$ cat src/rtl/uart_arb_pkg.sv
// uart_arb_pkg: shared state encoding and terminator bytes for uart_tx_arbiter.
package uart_arb_pkg;
   typedef enum logic [2:0] {IDLE, GRANT, WAIT_RDY, SEND, WAIT_BUSY} arb_state_t;
   localparam logic [7:0] ASCII_CR = 8'h0D;
   localparam logic [7:0] ASCII_LF = 8'h0A;
endpackage

$ cat src/rtl/rr_arbiter.sv
// rr_arbiter: combinational round-robin pick of the first request after the last winner.
module rr_arbiter #(
   parameter int NREQ = 3
) (
   input  logic [NREQ-1:0]         req,
   input  logic [$clog2(NREQ)-1:0] last,
   output logic [$clog2(NREQ)-1:0] winner,
   output logic                    any_req
);
   localparam int IDW = $clog2(NREQ);
   logic [IDW-1:0] idx;
   assign any_req = |req;
   // Scan from farthest to nearest so the closest request after last wins.
   always_comb begin
      winner = last;
      idx = '0;
      for (int k = NREQ; k >= 1; k--) begin
         idx = IDW'((int'(last) + k) % NREQ);
         if (req[idx]) winner = idx;
      end
   end
endmodule

$ cat src/rtl/uart_tx_arbiter.sv
// uart_tx_arbiter: round-robin sharing of one uart_tx between NREQ multi-byte message sources.
// Define UART_ARB_CRLF_EN to append CR LF after every message.
module uart_tx_arbiter #(
   parameter int NREQ      = 3,
   parameter int MSG_BYTES = 4
) (
   input  logic                        clk,
   input  logic                        reset,
   input  logic [NREQ-1:0]             req,
   input  logic [NREQ*MSG_BYTES*8-1:0] payload,
   output logic [NREQ-1:0]             gnt,
   input  logic                        tready,
   output logic                        tstart,
   output logic [7:0]                  tbus,
   output logic                        busy,
   output logic [$clog2(NREQ)-1:0]     cur_id
);
   import uart_arb_pkg::*;
   localparam int IDW = $clog2(NREQ);
   localparam int MW  = MSG_BYTES * 8;
   localparam int CW  = $clog2(MSG_BYTES + 3);
`ifdef UART_ARB_CRLF_EN
   localparam logic [CW-1:0] TOTAL = CW'(MSG_BYTES + 2);
`else
   localparam logic [CW-1:0] TOTAL = CW'(MSG_BYTES);
`endif
   arb_state_t     state;
   logic [IDW-1:0] ptr, win, win_q;
   logic           any_req;
   logic [MW-1:0]  shreg;
   logic [CW-1:0]  cnt;
   logic [7:0]     cur_byte;

   rr_arbiter #(.NREQ(NREQ)) u_rr (.req(req), .last(ptr), .winner(win), .any_req(any_req));

`ifdef UART_ARB_CRLF_EN
   assign cur_byte = (cnt < CW'(MSG_BYTES)) ? shreg[MW-1 -: 8] :
                     (cnt == CW'(MSG_BYTES)) ? ASCII_CR : ASCII_LF;
`else
   assign cur_byte = shreg[MW-1 -: 8];
`endif

   assign busy   = state != IDLE;
   assign tstart = state == SEND;
   assign tbus   = tstart ? cur_byte : 8'h00;
   assign gnt    = (state == GRANT) ? NREQ'(1) << win_q : '0;

   // An already-idle transmitter lets GRANT go straight to SEND (tstart two cycles after req).
   always_ff @(posedge clk) begin
      if (reset) begin
         state  <= IDLE;
         ptr    <= IDW'(NREQ - 1);
         win_q  <= '0;
         cur_id <= '0;
         shreg  <= '0;
         cnt    <= '0;
      end else begin
         case (state)
            IDLE: if (any_req) begin
               win_q <= win;
               state <= GRANT;
            end
            GRANT: begin
               shreg  <= payload[win_q*MW +: MW];
               ptr    <= win_q;
               cur_id <= win_q;
               cnt    <= '0;
               state  <= tready ? SEND : WAIT_RDY;
            end
            WAIT_RDY: if (tready) state <= SEND;
            SEND: begin
               shreg <= shreg << 8;
               state <= WAIT_BUSY;
            end
            WAIT_BUSY: if (!tready) begin
               cnt   <= cnt + 1'b1;
               state <= (cnt + 1'b1 == TOTAL) ? IDLE : WAIT_RDY;
            end
            default: state <= IDLE;
         endcase
      end
   end
endmodule

$ cat config.mk
export PLATFORM = sky130hd
export DESIGN_NAME = uart_tx_arbiter
export DESIGN_NICKNAME = d
export VERILOG_FILES = /design/src/rtl/uart_arb_pkg.sv /design/src/rtl/rr_arbiter.sv /design/src/rtl/uart_tx_arbiter.sv
export SDC_FILE = /design/constraint.sdc
export NUM_CORES = 1
export LEC_CHECK = 0
export CAP_MARGIN = 10
export CORE_ASPECT_RATIO = 0.6
export CORE_MARGIN = 1.5
export CORE_UTILIZATION = 39
export DETAILED_ROUTE_END_ITERATION = 8
export PLACE_DENSITY = 0.77
export REMOVE_ABC_BUFFERS = 1
export SYNTH_ARGS = -nofsm -noshare
export SYNTH_HDL_FRONTEND = slang
export SYNTH_SLANG_ARGS = --single-unit
$ cat constraint.sdc
create_clock -name clk -period 1.75 [get_ports clk]
set_input_delay 0.175 -clock clk [delete_from_list [all_inputs] [get_ports clk]]
set_output_delay 0.175 -clock clk [all_outputs]
set_load 0.01 [all_outputs]
* Word level (Yosys, flattened, before mapping)
Cells that the tools add are included.
Widths: inputs -> output; s select.
** Word-level totals
- Output and inout port bits :: 15
- Register bits after elaboration :: 44
- Word-level logic and storage cells :: 54
- Bits of input ports :: 102
** Cells by class
- Div/mod/pow operators :: 3
- Shift operators :: 2
- $lt $le $gt $ge :: 3
- Reduce and logical (&&, ||, !) cells :: 8
- Equality and inequality tests :: 8
- Add/sub/neg operators :: 4
- Muxes and demuxes :: 20
** Operators by type and width (count)
- $mod 32x3->32 const B :: 3
- $shiftx 96x8->32 :: 1
- $pmux 32 s2 :: 1
- $mux 3 :: 5
- $pmux 3 s5 :: 1
- $lt 2x3->1 const B :: 3
- $mux 2 :: 4
- $mux 8 :: 1
- $add 2x2->3 const B :: 2
- $bmux 1 s2 :: 3
- $eq 3x2->1 const B :: 2
- $eq 3x3->1 const B :: 2
- $ne 2x2->1 const B :: 3
- $pmux 3 s2 :: 1
- $mux 1 :: 4
- $reduce_and 2->1 :: 2
- $reduce_bool 2->1 :: 2
- $add 2x1->3 const B :: 1
- $add 3x1->3 const B :: 1
- $eq 3x1->1 const B :: 1
- $logic_not 3->1 :: 1
- $reduce_and 3->1 :: 1
- $reduce_bool 3->1 :: 1
- $reduce_or 3->1 :: 1
- $shl 1x2->3 const A :: 1

* Depth between registers and ports, before layout
Gate-level depths: netlist of run 1.
- Depth after elaboration :: 7
- Mapped depth :: 8
- Mapped depth without buffers :: 7

* By module
From an unflattened synthesis of run 1, not the netlist that was laid out.
** Unflattened totals
- Cell total of the unflattened synthesis :: 313
- Area, all modules :: 2775.2 µm²
** Modules (own cells, without submodules)
- uart_tx_arbiter :: times used 1, area an instance 2598.7 µm², sequential area each 860.8 µm², cells each 285
- rr_arbiter :: times used 1, area an instance 176.4 µm², sequential area each 0.0 µm², cells each 28

* Worst setup path after synthesis of run 1
No wires, ideal clock.
- Kind :: reg-to-reg
- Start :: register cur_id[0] (netlist name)
- End :: register win_q[0]
- Data required time :: 1.659 ns
- Slack :: 0.123 ns
- Arrival :: 1.536 ns
- Cell stages (with the launch flop) :: 8
- Setup time :: 0.091 ns
- Period minus slack after synthesis :: 1.627 ns
- Buffers on the path :: 1
- Cells stage by stage :: dfxtp_1 inv_1 ha_1 clkbuf_1 o211ai_1 a22oi_1 o21ai_0 a311oi_1
** RTL lines
- to (signal assigned) :: RTL line uart_tx_arbiter.sv:60 : win_q <= win;
- to (decl) :: RTL line uart_tx_arbiter.sv:28 : logic [IDW-1:0] ptr, win, win_q;

* Final worst setup path of run 1
- Start :: register state[2]
- End :: output port gnt[1]
** On the way
- Longest elaborated chain between the ends :: 2
** Ends and longest elaborated chain
- from (decl) :: RTL line uart_tx_arbiter.sv:27 : arb_state_t state;
- from (signal assigned) :: RTL line uart_tx_arbiter.sv:68 : state <= tready ? SEND : WAIT_RDY;
- from (signal assigned) :: RTL line uart_tx_arbiter.sv:77 : state <= (cnt + 1'b1 == TOTAL) ? IDLE : WAIT_RDY;
- $eq 3x1->1 :: RTL line uart_tx_arbiter.sv:46 : assign gnt = (state == GRANT) ? NREQ'(1) << win_q : '0;
- $mux 3 :: RTL line uart_tx_arbiter.sv:46
- to (decl) :: RTL line uart_tx_arbiter.sv:11 : output logic [NREQ-1:0] gnt,
No other way between the ends.

==> metrics.log, run 1 <==
INFO  metric worst_vdd_drop = around 0.00047 V
INFO  metric critPathArrivalTime = 1.52 ns
INFO  metric r2r_setup_slack = 0.13 ns
INFO  metric critical_path.max_stage_delay = 0.37 ns
INFO  metric max_freq = 590.8 MHz
INFO  metric clock_latency_on_the_worst_skew_pair = ~0.28 ns
INFO  metric ctsHtreeMaxLevel = 2
INFO  metric nFillCells = ~610
INFO  metric pin_count = about 120
INFO  metric dpl.hpwl = just under 7000 µm
INFO  metric timing.hold.worst_path_depth = 2
INFO  metric postSynthCellCount = 361
INFO  metric final_slew_viol_count = 0
INFO  metric placementRows = 23
INFO  metric worst-path-max-fanout = 5
INFO  metric syn_avg_cell_area = roughly 8 µm²
INFO  metric ys_seq_area_frac = 0.3023
INFO  metric synthesis.yosys.warnings = 0
INFO  metric path_buf_inv = 1
INFO  metric crit_chain = nand2b_2, nor3_2, and2_1, dlygate4sd2_1
INFO  metric cts.repair_timing.setup_buffer_count = 0
INFO  metric clkSinkCount = 43
INFO  metric ctsLongestPathBuffers = 2
INFO  metric finalSetupTns = 0 ns
INFO  metric chipWidth = 113.3 µm
INFO  metric crit_path_start_kind = register
INFO  metric r2r_cells = 7
INFO  metric finalWorstPathRequiredPeriod = 1.693 ns
INFO  metric cts.hold.buffers_added = 0
INFO  metric grt_first_pass_wirelength = 14,660 µm
INFO  metric report.final.hold_viol_count = 0
INFO  metric final_cell_mix = sky130_fd_sc_hd__clkdlybuf4s50_1, sky130_fd_sc_hd__nand2_1, sky130_fd_sc_hd__dfxtp_1
INFO  metric tritoncts = built
INFO  metric yosys_register_bits = 43
INFO  metric initialDrtViolationCount = about 220
INFO  metric ratio_of_cells_with_drive_above_1_in_the_final_layout = 0.1263
INFO  metric start_util = 0.4140
INFO  metric via_density_per_instance = approximately 5.3
INFO  metric grt_antenna_before_repair = 0
INFO  metric max_capacitance_violation_total = 0
INFO  metric first_pass_iters = 4
INFO  metric setup_viol = 0
INFO  metric place_inst = 562
INFO  metric worstHoldStart = shreg[21]
INFO  metric tightest_slew = 0.5023 ns
INFO  metric power_per_cell_area = 866.4 nW/µm²
INFO  metric yosysUniqueCellTypes = 38
INFO  metric crit_slowest_cell = sky130_fd_sc_hd__dfxtp_1
INFO  metric num-nets-final = 589
INFO  metric netlist_area_pre_place = 2848 µm²
INFO  metric grt_setup_unrepaired = yes
INFO  metric area_of_the_multi_input_gates = 1818 µm²
INFO  metric die_h = 69.19 µm
INFO  metric run_status = completed
INFO  metric grt_pass1_vias = 3,031
INFO  metric port_buffers = 116
INFO  metric req_time_crit_path = 1.57 ns
INFO  metric areaGrowthSynthToFinish = 52.81%
INFO  metric globalRoute.totalOverflow = 0
INFO  metric die-area = 7840 µm²
INFO  metric drcViolationCount = 0
INFO  metric crit_type = register to output port
INFO  metric seqCellArea = between 800 and 900 µm²
INFO  metric crit-reg2reg-capture = shreg[18]
INFO  metric dr_total_vias = between 3,000 and 4,000
INFO  metric cts_made_buffers = 5
INFO  metric worst_setup_path_end_kind = output port
INFO  metric cp_top_family = simple AND/OR/NAND/NOR gates
INFO  metric worst_clock_skew = approximately 0.0053 ns
INFO  metric layoutNonFillerInstCount = 570
INFO  metric cts.reportedPaths.clkPinSlew = 0.06 ns
INFO  metric finalWeightedCongestion = 0.8308
INFO  metric largest_net_degree_at_the_start_of_global_routing = 33
INFO  metric max_slew_margin = 0.6641
INFO  metric worst_r2r_startpoint = win_q[0]
INFO  metric post-route-period-util = 0.9672
INFO  metric clk_root_buffer_cell = sky130_fd_sc_hd__clkbuf_16
INFO  metric hp-class = register to register
INFO  metric groute.usage.overall = 0.2303
INFO  metric mostFrequentLayoutCell = sky130_fd_sc_hd__clkdlybuf4s50_1
INFO  metric drtAntennaViolNets = 0
INFO  metric p_leak = 1.655 nW
INFO  metric core_area = 6878 µm²
INFO  metric avgRoutedWirePerCell = 15.57 µm
INFO  metric wirelength = 8876 µm
INFO  metric diodes = 0
INFO  metric worst_hold_path.endpoint = shreg[21]
[report_power, final]
group          switching [mW]  internal [mW]
Clock                   0.379          0.527
Sequential             0.0990           1.13
Combinational           0.810          0.828
Total                    1.29           2.48
[worst max path at each step]
stage | from | to | slack [ns] | cells past startpoint
final | state[2] | gnt[1] | 0.06 | 4
after global routing | state[2] | gnt[1] | -0.01 | 4
after CTS | state[2] | gnt[1] | 0.06 | 4
after detailed placement | state[2] | gnt[0] | -0.06 | 3
after global placement | state[2] | gnt[0] | 0.05 | 3
after floorplan | win_q[0] | shreg[10] | -0.61 | 5
[metal layers]
layer  routed length (µm)  vias up  global-route usage
li1                     -     1536                   -
met1                 3971     1402              0.2961
met2                 4239      100              0.3912
met3                  569        8             0.05245
met4                   96        0             0.05972
met5                    0        -                   0
[final cells by class]
cell class,count,area share
Inverter,6,0.005175
Timing Repair Buffer,146,0.3209
Multi-Input combinational cell,280,0.4178
Clock inverter,2,0.002875
Sequential cell,43,0.1987
Tap cell,87,0.02501
Clock buffer,6,0.02961
[per-stage QoR]
stage | utilization | hold slack (ns) | instance area (µm²) | setup slack, ns | power [mW]
6_report | 0.6327 | 0.4492 | 4352 | 0.05745 | 3.770
5_1_grt | 0.6327 | 0.4676 | 4352 | -0.01199 | 4.004
4_1_cts | 0.6322 | 0.4496 | 4348 | 0.05967 | 3.779
3_5_place_dp | 0.6103 | 0.4416 | 4198 | -0.05797 | 2.865
3_3_place_gp | 0.6103 | 0.4374 | 4198 | 0.05431 | 2.813
2_1_floorplan | - | 0.2441 | 2670 | -0.6098 | 2.126
[flip-flops by register name, summed over array words and instances, names as in the netlist]
register and cells:
cnt 3, shreg 32, cur_id 2, state 3, win_q 2, ptr 1
[cells in the mapped netlist]
cell type / instances / area share
sky130_fd_sc_hd__nand2_1: 60 / 0.079
sky130_fd_sc_hd__dfxtp_1: 43 / 0.30
sky130_fd_sc_hd__a21oi_1: 29 / 0.051
sky130_fd_sc_hd__mux2i_1: 29 / 0.10
sky130_fd_sc_hd__o211ai_1: 25 / 0.066
sky130_fd_sc_hd__nand2b_1: 24 / 0.053
sky130_fd_sc_hd__o21ai_0: 23 / 0.040
sky130_fd_sc_hd__nor2_1: 19 / 0.025
sky130_fd_sc_hd__clkbuf_1: 12 / 0.016
sky130_fd_sc_hd__buf_2: 10 / 0.018
sky130_fd_sc_hd__mux2_2: 9 / 0.036
sky130_fd_sc_hd__a222oi_1: 8 / 0.028
sky130_fd_sc_hd__and3_1: 8 / 0.018
sky130_fd_sc_hd__buf_4: 8 / 0.021
sky130_fd_sc_hd__o21ai_1: 7 / 0.012
sky130_fd_sc_hd__inv_1: 6 / 0.0079
sky130_fd_sc_hd__a22oi_1: 5 / 0.013
sky130_fd_sc_hd__ha_1: 5 / 0.022
sky130_fd_sc_hd__nor2b_1: 4 / 0.0088
sky130_fd_sc_hd__o22ai_1: 3 / 0.0066
sky130_fd_sc_hd__a311oi_1: 2 / 0.0062
sky130_fd_sc_hd__a31oi_1: 2 / 0.0044
sky130_fd_sc_hd__and2_1: 2 / 0.0044
sky130_fd_sc_hd__buf_6: 2 / 0.0079
sky130_fd_sc_hd__nor3_1: 2 / 0.0035
sky130_fd_sc_hd__nor3_2: 2 / 0.0070
sky130_fd_sc_hd__a211oi_1: 1 / 0.0026
sky130_fd_sc_hd__a22o_1: 1 / 0.0031
sky130_fd_sc_hd__nand3b_1: 1 / 0.0026
sky130_fd_sc_hd__nor2_4: 1 / 0.0040
sky130_fd_sc_hd__nor2_8: 1 / 0.0070
sky130_fd_sc_hd__nor3b_2: 1 / 0.0044
sky130_fd_sc_hd__nor4_1: 1 / 0.0022
sky130_fd_sc_hd__o21ai_2: 1 / 0.0031
sky130_fd_sc_hd__o21bai_1: 1 / 0.0026
sky130_fd_sc_hd__o221ai_1: 1 / 0.0031
sky130_fd_sc_hd__or3_4: 1 / 0.0040
sky130_fd_sc_hd__xnor2_1: 1 / 0.0031
[worst register-to-register path: stages (launching register included)]
cell	delay (ns)
sky130_fd_sc_hd__dfxtp_1	0.41
sky130_fd_sc_hd__buf_4	0.28
sky130_fd_sc_hd__nor2b_2	0.21
sky130_fd_sc_hd__buf_4	0.21
sky130_fd_sc_hd__nand2_1	0.07
sky130_fd_sc_hd__o21ai_0	0.10
sky130_fd_sc_hd__o211ai_1	0.12
sky130_fd_sc_hd__a21oi_1	0.15
[what timing repair did]
item | CTS | global route
gates resized for setup | 18 | 2
hold endpoints to repair | 0 | 0
setup endpoints to repair | 13 | 3
[logic make-up after synthesis]
| kind of cell | count (synthesis) | synth area share |
|---|---|---|
| XOR/XNOR | 1 | 0.003076 |
| flip-flops | 43 | 0.3023 |
| AO/OA/AOI/OAI | 109 | 0.2425 |
| adder cells (fa/ha/maj) | 5 | 0.02197 |
| AND/OR/NAND/NOR | 127 | 0.2223 |
| buffers and inverters | 38 | 0.07030 |
| multiplexers | 38 | 0.1375 |
(Power assumes the default switching activity.)
==> run 2: changes to the inputs <==
- ABC_AREA: not set -> 0
- CORE_MARGIN: 1.5 -> 4
==> run 2 against run 1 <==
Sequential power about the same. Setup slack better by 0.011 ns. Combinational power is essentially flat. Cell count shrank 0.18%. Non-clock buffer count is 1 lower. Core utilization is 0.22 points higher. Global-route usage is 3.2 points lower. First-iteration DRC count decreased by 23%. Sequential cell count unchanged. Critical endpoint is now tbus[6]. Largest cell class unchanged. Highest routed layer unchanged.
==> metrics.log, run 2 (synthesis results as in run 1) <==
INFO  metric post-route-period-util = 0.9611 (-0.006085)
INFO  metric cts.reportedPaths.clkPinSlew = 0.06 ns (about the same)
INFO  metric areaGrowthSynthToFinish = 53.34%
INFO  metric ctsHtreeMaxLevel = 2 (unchanged)
INFO  metric cts_made_buffers = 5 (unchanged)
INFO  metric req_time_crit_path = 1.57 ns (about the same)
INFO  metric finalHoldWorstSlack = 0.4531 ns (+0.003917 ns)
INFO  metric grt_first_pass_wirelength = 14,320 µm (-2.4%)
INFO  metric path_buf_inv = 3 (+2)
INFO  metric max_capacitance_violation_total = 0 (unchanged)
INFO  metric first_pass_iters = 5 (+1)
INFO  metric drtAntennaViolNets = 0 (unchanged)
INFO  metric crit_chain = buf_4, nor2_2, buf_12, and3_1, dlygate4sd2_1
INFO  metric chipWidth = 118.3 µm (+4.4%)
INFO  metric cp_top_family = buffers and inverters
INFO  metric final_slew_viol_count = 0 (unchanged)
INFO  metric avgRoutedWirePerCell = 15.36 µm (-1.4%)
INFO  metric dp_slack = 0.06794 ns (+0.1259 ns)
INFO  metric finalWeightedCongestion = 0.9027 (+8.7%)
INFO  metric clkSinkCount = 43 (unchanged)
INFO  metric wirelength = 8739 µm (-1.5%)
INFO  metric dr_total_vias = 2,976 (-2.3%)
INFO  metric max_freq = 594.6 MHz (+0.63%)
INFO  metric port_buffers = 116 (unchanged)
INFO  metric worst-path-max-fanout = 15 (+10)
INFO  metric critical_path.max_stage_delay = 0.34 ns (-0.03 ns)
INFO  metric via_density_per_instance = 5.230 (-2.1%)
INFO  metric final_cell_mix = sky130_fd_sc_hd__clkdlybuf4s50_1, sky130_fd_sc_hd__nand2_1, sky130_fd_sc_hd__dfxtp_1
INFO  metric core_area = 6878 µm² (unchanged)
INFO  metric r2r_cells = 4 (-3)
INFO  metric finalWorstPathRequiredPeriod = 1.682 ns (-0.01065 ns)
INFO  metric die-area = 8778 µm² (+12%)
INFO  metric setup_viol = 0 (unchanged)
INFO  metric clk_root_buffer_cell = sky130_fd_sc_hd__clkbuf_16
INFO  metric run_status = completed
INFO  metric ratio_of_cells_with_drive_above_1_in_the_final_layout = 0.1349 (+0.008561)
INFO  metric worst_clock_skew = 0.004919 ns (-0.0003441 ns)
INFO  metric worst_setup_path_end_kind = output port
INFO  metric num-nets-final = 588 (-0.17%)
INFO  metric crit_type = register to output port
INFO  metric largest_net_degree_at_the_start_of_global_routing = 47 (+42%)
INFO  metric grt_pass1_vias = 3,007 (-0.79%)
INFO  metric max_slew_margin = 0.7475 (+0.08341)
INFO  metric diodes = 0 (unchanged)
INFO  metric crit_path_start_kind = register
INFO  metric timing.final.ws_setup = 0.06810 ns (+0.01065 ns)
INFO  metric globalRoute.totalOverflow = 0 (unchanged)
INFO  metric critPathArrivalTime = 1.51 ns (about the same)
INFO  metric r2r_setup_slack = 0.23 ns (+0.10 ns)
INFO  metric mostFrequentLayoutCell = sky130_fd_sc_hd__clkdlybuf4s50_1
INFO  metric die_h = 74.19 µm (+7.2%)
INFO  metric report.final.hold_viol_count = 0 (unchanged)
INFO  metric crit_slowest_cell = sky130_fd_sc_hd__dfxtp_2
INFO  metric place_inst = 560 (-0.36%)
INFO  metric power_per_cell_area = 901.9 nW/µm² (+4.1%)
INFO  metric largest_reg_flops = 32 (unchanged)
INFO  metric clock_latency_on_the_worst_skew_pair = 0.29 ns (about the same)
INFO  metric dpl.hpwl = 6836 µm (about the same)
INFO  metric hp-class = register to register
INFO  metric crit-reg2reg-capture = shreg[6]
INFO  metric drcViolationCount = 0 (unchanged)
INFO  metric start_util = 0.4140 (unchanged)
INFO  metric worst_hold_path.endpoint = shreg[21]
INFO  metric max_flop_register = shreg
INFO  metric grt_antenna_before_repair = 0 (unchanged)
INFO  metric groute.usage.overall = 0.1988 (-0.03153)
INFO  metric worst_r2r_startpoint = win_q[0]
INFO  metric layoutNonFillerInstCount = 569 (-0.18%)
INFO  metric worstHoldStart = shreg[21]
INFO  metric postLayoutCoreUtil = 0.6349 (+0.002183)
INFO  metric p_leak = 1.658 nW (+0.18%)
INFO  metric timing.hold.worst_path_depth = 2 (unchanged)
INFO  metric grt_setup_unrepaired = no
INFO  metric initialDrtViolationCount = 171 (-23%)
INFO  metric tightest_slew = 0.3770 ns (-0.1253 ns)
INFO  metric tritoncts = built
INFO  metric largestRegisters = shreg x32, cnt x3, state x3
INFO  metric placementRows = 23 (unchanged)
INFO  metric ctsLongestPathBuffers = 2 (unchanged)
INFO  metric pin_count = 117 (unchanged)
INFO  metric finalSetupTns = 0 ns (unchanged)
INFO  metric worst_vdd_drop = 0.0004791 V (+1.8%)
INFO  metric cts.hold.buffers_added = 0 (unchanged)
==> run 2: power breakdown <==
part	internal, mW	leakage, nW	switching [mW]
clock	0.673	0.0838	0.397
sequential	1.13	0.353	0.102
combinational	0.843	1.22	0.794
==> run 2: layout make-up <==
class / count / area [µm²]
Fill cell: 588 / 2511
Multi-Input combinational cell: 280 / 1803
Timing Repair Buffer: 145 / 1396
Sequential cell: 43 / 867.1
Clock buffer: 5 / 125.1
Tap cell: 87 / 108.9
Clock inverter: 3 / 43.79
Inverter: 6 / 22.52
==> run 2: metal layers <==
metal,global-route usage,wire length [µm],vias up
met5,0,0,-
met4,0.03506,65,0
met3,0.06003,716,9
met2,0.3264,3963,95
met1,0.2657,3993,1349
li1,-,-,1523
==> run 2: repair_timing <==
| action | 4_1_cts | 5_1_grt |
|---|---|---|
| setup endpoints to repair | 13 | 14 |
| gates resized for setup | 16 | 13 |
| setup buffers | 1 | 0 |
==> run 2: through the flow <==
step / total power, mW / cell area (µm²)
floorplan: 2.126 / 2670
global placement: 2.833 / 4195
detailed placement: 2.875 / 4195
CTS: 3.950 / 4368
global route: 4.173 / 4367
finish: 3.939 / 4367
==> run 2: worst max path at each step <==
stage,from,to,slack (ns),cells past startpoint
after detailed placement,state[2],tbus[7],0.07,5
after CTS,state[2],tbus[7],0.006,5
after floorplan,win_q[0],shreg[10],-0.61,5
final,state[2],tbus[6],0.07,5
after global placement,state[1],gnt[0],0.03,3
after global routing,state[2],tstart,0.007,5
==> run 2: tightest hold or removal path, cell delays in order (launching register included) <==
cell,delay (ns)
sky130_fd_sc_hd__dfxtp_1,0.31
sky130_fd_sc_hd__nand2_1,0.05
sky130_fd_sc_hd__a21oi_1,0.05
==> run 3: changes to the inputs <==
- SKIP_LAST_GASP: not set -> 1
==> run 3 against run 2 <==
Total power increased by 0.14%. Combinational power about the same. Fmax decreased by 0.13%. Setup slack got worse by 0.0022 ns.
==> metrics.log, run 3 (synthesis results as in run 1) <==
INFO  metric clkSinkCount = 43 (unchanged)
INFO  metric start_util = 0.4140 (unchanged)
INFO  metric grt_antenna_before_repair = 0 (unchanged)
INFO  metric met3_length = 610 µm (-15%)
INFO  metric largest_reg_flops = 32 (unchanged)
INFO  metric largest_net_degree_at_the_start_of_global_routing = 47 (unchanged)
INFO  metric finalSetupTns = 0 ns (unchanged)
INFO  metric detailroute.wirelength.met2 = 3938 µm (-0.63%)
INFO  metric path_buf_inv = 3 (unchanged)
INFO  metric setup_viol = 0 (unchanged)
INFO  metric routed_met1_length = 4128 µm (+3.4%)
INFO  metric cp_top_family = buffers and inverters
INFO  metric postPlaceCellArea = 4195 µm² (unchanged)
INFO  metric worst_r2r_startpoint = win_q[0]
INFO  metric nFillCells = 587 (-0.17%)
INFO  metric ctsHtreeMaxLevel = 2 (unchanged)
INFO  metric avgRoutedWirePerCell = 15.36 µm (about the same)
INFO  metric diodes = 0 (unchanged)
INFO  metric finalWorstPathRequiredPeriod = 1.684 ns (+0.002174 ns)
INFO  metric tritoncts = built
INFO  metric final_cell_mix = sky130_fd_sc_hd__clkdlybuf4s50_1, sky130_fd_sc_hd__nand2_1, sky130_fd_sc_hd__dfxtp_1
INFO  metric max_freq = 593.8 MHz (-0.13%)
INFO  metric max_slew_margin = 0.7458 (-0.001673)
INFO  metric largestRegisters = shreg x32, cnt x3, state x3
INFO  metric grt_setup_unrepaired = yes
INFO  metric critical_path.endpoint = tbus[7]
INFO  metric max_capacitance_violation_total = 0 (unchanged)
INFO  metric highest_layer = met4
INFO  metric crit_slowest_cell = sky130_fd_sc_hd__dfxtp_2
INFO  metric post-route-period-util = 0.9623 (+0.001242)
INFO  metric finalHoldWorstSlack = 0.4520 ns (-0.001072 ns)
INFO  metric crit-reg2reg-capture = shreg[6]
INFO  metric dr_total_vias = 2,986 (+0.34%)
INFO  metric finalWeightedCongestion = 0.9027 (unchanged)
INFO  metric r2r_setup_slack = 0.23 ns (about the same)
INFO  metric globalRoute.totalOverflow = 0 (unchanged)
INFO  metric port_buffers = 116 (unchanged)
INFO  metric via_density_per_instance = 5.248 (+0.34%)
INFO  metric r2r_cells = 4 (unchanged)
INFO  metric run_status = completed
INFO  metric cts_made_buffers = 5 (unchanged)
INFO  metric power_per_cell_area = 902.2 nW/µm² (about the same)
INFO  metric pin_count = 117 (unchanged)
INFO  metric report.final.hold_viol_count = 0 (unchanged)
INFO  metric ratio_of_cells_with_drive_above_1_in_the_final_layout = 0.1328 (-0.002075)
INFO  metric drtAntennaViolNets = 0 (unchanged)
INFO  metric crit_type = register to output port
INFO  metric worst_setup_path_end_kind = output port
INFO  metric final_slew_viol_count = 0 (unchanged)
INFO  metric crit_path_start_kind = register
INFO  metric req_time_crit_path = 1.57 ns (about the same)
INFO  metric initialDrtViolationCount = 168 (-1.8%)
INFO  metric tightest_slew = 0.3795 ns (+0.002498 ns)
INFO  metric groute.usage.overall = 0.1991 (+0.0003316)
INFO  metric cts.hold.buffers_added = 0 (unchanged)
INFO  metric core_area = 6878 µm² (unchanged)
INFO  metric critical_path.max_stage_delay = 0.34 ns (about the same)
INFO  metric first_pass_iters = 5 (unchanged)
INFO  metric chipWidth = 118.3 µm (unchanged)
INFO  metric die-area = 8778 µm² (unchanged)
INFO  metric worst_clock_skew = 0.006558 ns (+0.001639 ns)
INFO  metric dpl.hpwl = 6836 µm (unchanged)
INFO  metric design_area = 4372 µm² (+0.11%)
INFO  metric critPathArrivalTime = 1.51 ns (about the same)
INFO  metric clk_root_buffer_cell = sky130_fd_sc_hd__clkbuf_16
INFO  metric crit_path_start = state[2]
INFO  metric placementRows = 23 (unchanged)
INFO  metric clock_latency_on_the_worst_skew_pair = 0.29 ns (about the same)
INFO  metric p_leak = 1.658 nW (about the same)
INFO  metric worst_vdd_drop = 0.0004770 V (-0.45%)
INFO  metric drcViolationCount = 0 (unchanged)
INFO  metric crit_chain = buf_4, nor2_2, buf_12, and3_1, clkdlybuf4s15_1
INFO  metric hp-class = register to register
INFO  metric wirelength = 8742 µm (about the same)
INFO  metric areaGrowthSynthToFinish = 53.51%
INFO  metric die_h = 74.19 µm (unchanged)
INFO  metric worst-path-max-fanout = 15 (unchanged)
INFO  metric mostFrequentLayoutCell = sky130_fd_sc_hd__clkdlybuf4s50_1
INFO  metric num-nets-final = 588 (unchanged)
INFO  metric max_flop_register = shreg
INFO  metric ctsLongestPathBuffers = 2 (unchanged)
INFO  metric cts.reportedPaths.clkPinSlew = 0.06 ns (about the same)
INFO  metric grt_pass1_vias = 3,003 (-0.13%)
INFO  metric grt_first_pass_wirelength = 14,330 µm (about the same)
INFO  metric worst-path-stages = 5 (unchanged)
==> run 3: changes by cell type in the layout (fill, tap and decap cells not counted), sizes merged <==
cell           delta
clkdlybuf4s15     +1
clkbuf            -1
==> run 3: cell type report <==
type                    instances  area [µm²]  area share
multi-input cells             280        1803      0.4124
repair buffers                145        1401      0.3205
flip-flops and latches         43       867.1      0.1983
clock buffers                   5       125.1     0.02862
well taps                      87       108.9     0.02490
clock inverters                 3       43.79     0.01002
inverters                       6       22.52    0.005152
==> run 3: what timing repair did <==
item / in CTS / in global routing
hold endpoints to repair: 0 / 0
buffers inserted: 1 / 0
resized for setup: 15 / 13
setup endpoints to repair: 13 / 14
==> run 3: metrics by stage <==
step	util	setup WS, ns	power, mW	cells
2_1_floorplan	-	-0.6098	2.126	329
3_3_place_gp	0.6100	0.02548	2.833	560
3_5_place_dp	0.6100	0.06794	2.875	560
4_1_cts	0.6345	-0.01173	3.946	569
5_1_grt	0.6356	-0.003095	4.173	569
6_report	0.6356	0.06593	3.944	569
==> run 3: where the power goes <==
part | internal (mW) | leakage [nW] | switching [mW]
registers | 1.13 | 0.353 | 0.103
logic | 0.844 | 1.22 | 0.796
clock network | 0.673 | 0.0838 | 0.399
==> run 3: layer usage <==
metal | track usage | vias to the layer above
li1 | - | 1526
met1 | 0.2670 | 1357
met2 | 0.3257 | 94
met3 | 0.06003 | 9
met5 | 0 | -
met4 | 0.03506 | 0
==> run 3: how the worst min path moves through the flow <==
stage | start | cells after the start | end | slack, ns
6_report | shreg[13] | 2 | shreg[13] | 0.45
5_1_grt | shreg[18] | 2 | shreg[18] | 0.47
4_1_cts | shreg[13] | 2 | shreg[13] | 0.45
3_5_place_dp | shreg[13] | 2 | shreg[13] | 0.44
3_3_place_gp | shreg[20] | 2 | shreg[20] | 0.44
2_1_floorplan | reset | 1 | cnt[2] | 0.24
==> run 3: worst register-to-register path, stage by stage (launching register included) <==
cell,delay [ns]
sky130_fd_sc_hd__dfxtp_2,0.40
sky130_fd_sc_hd__buf_4,0.24
sky130_fd_sc_hd__mux2_2,0.36
sky130_fd_sc_hd__a222oi_1,0.33
sky130_fd_sc_hd__nor2_1,0.07
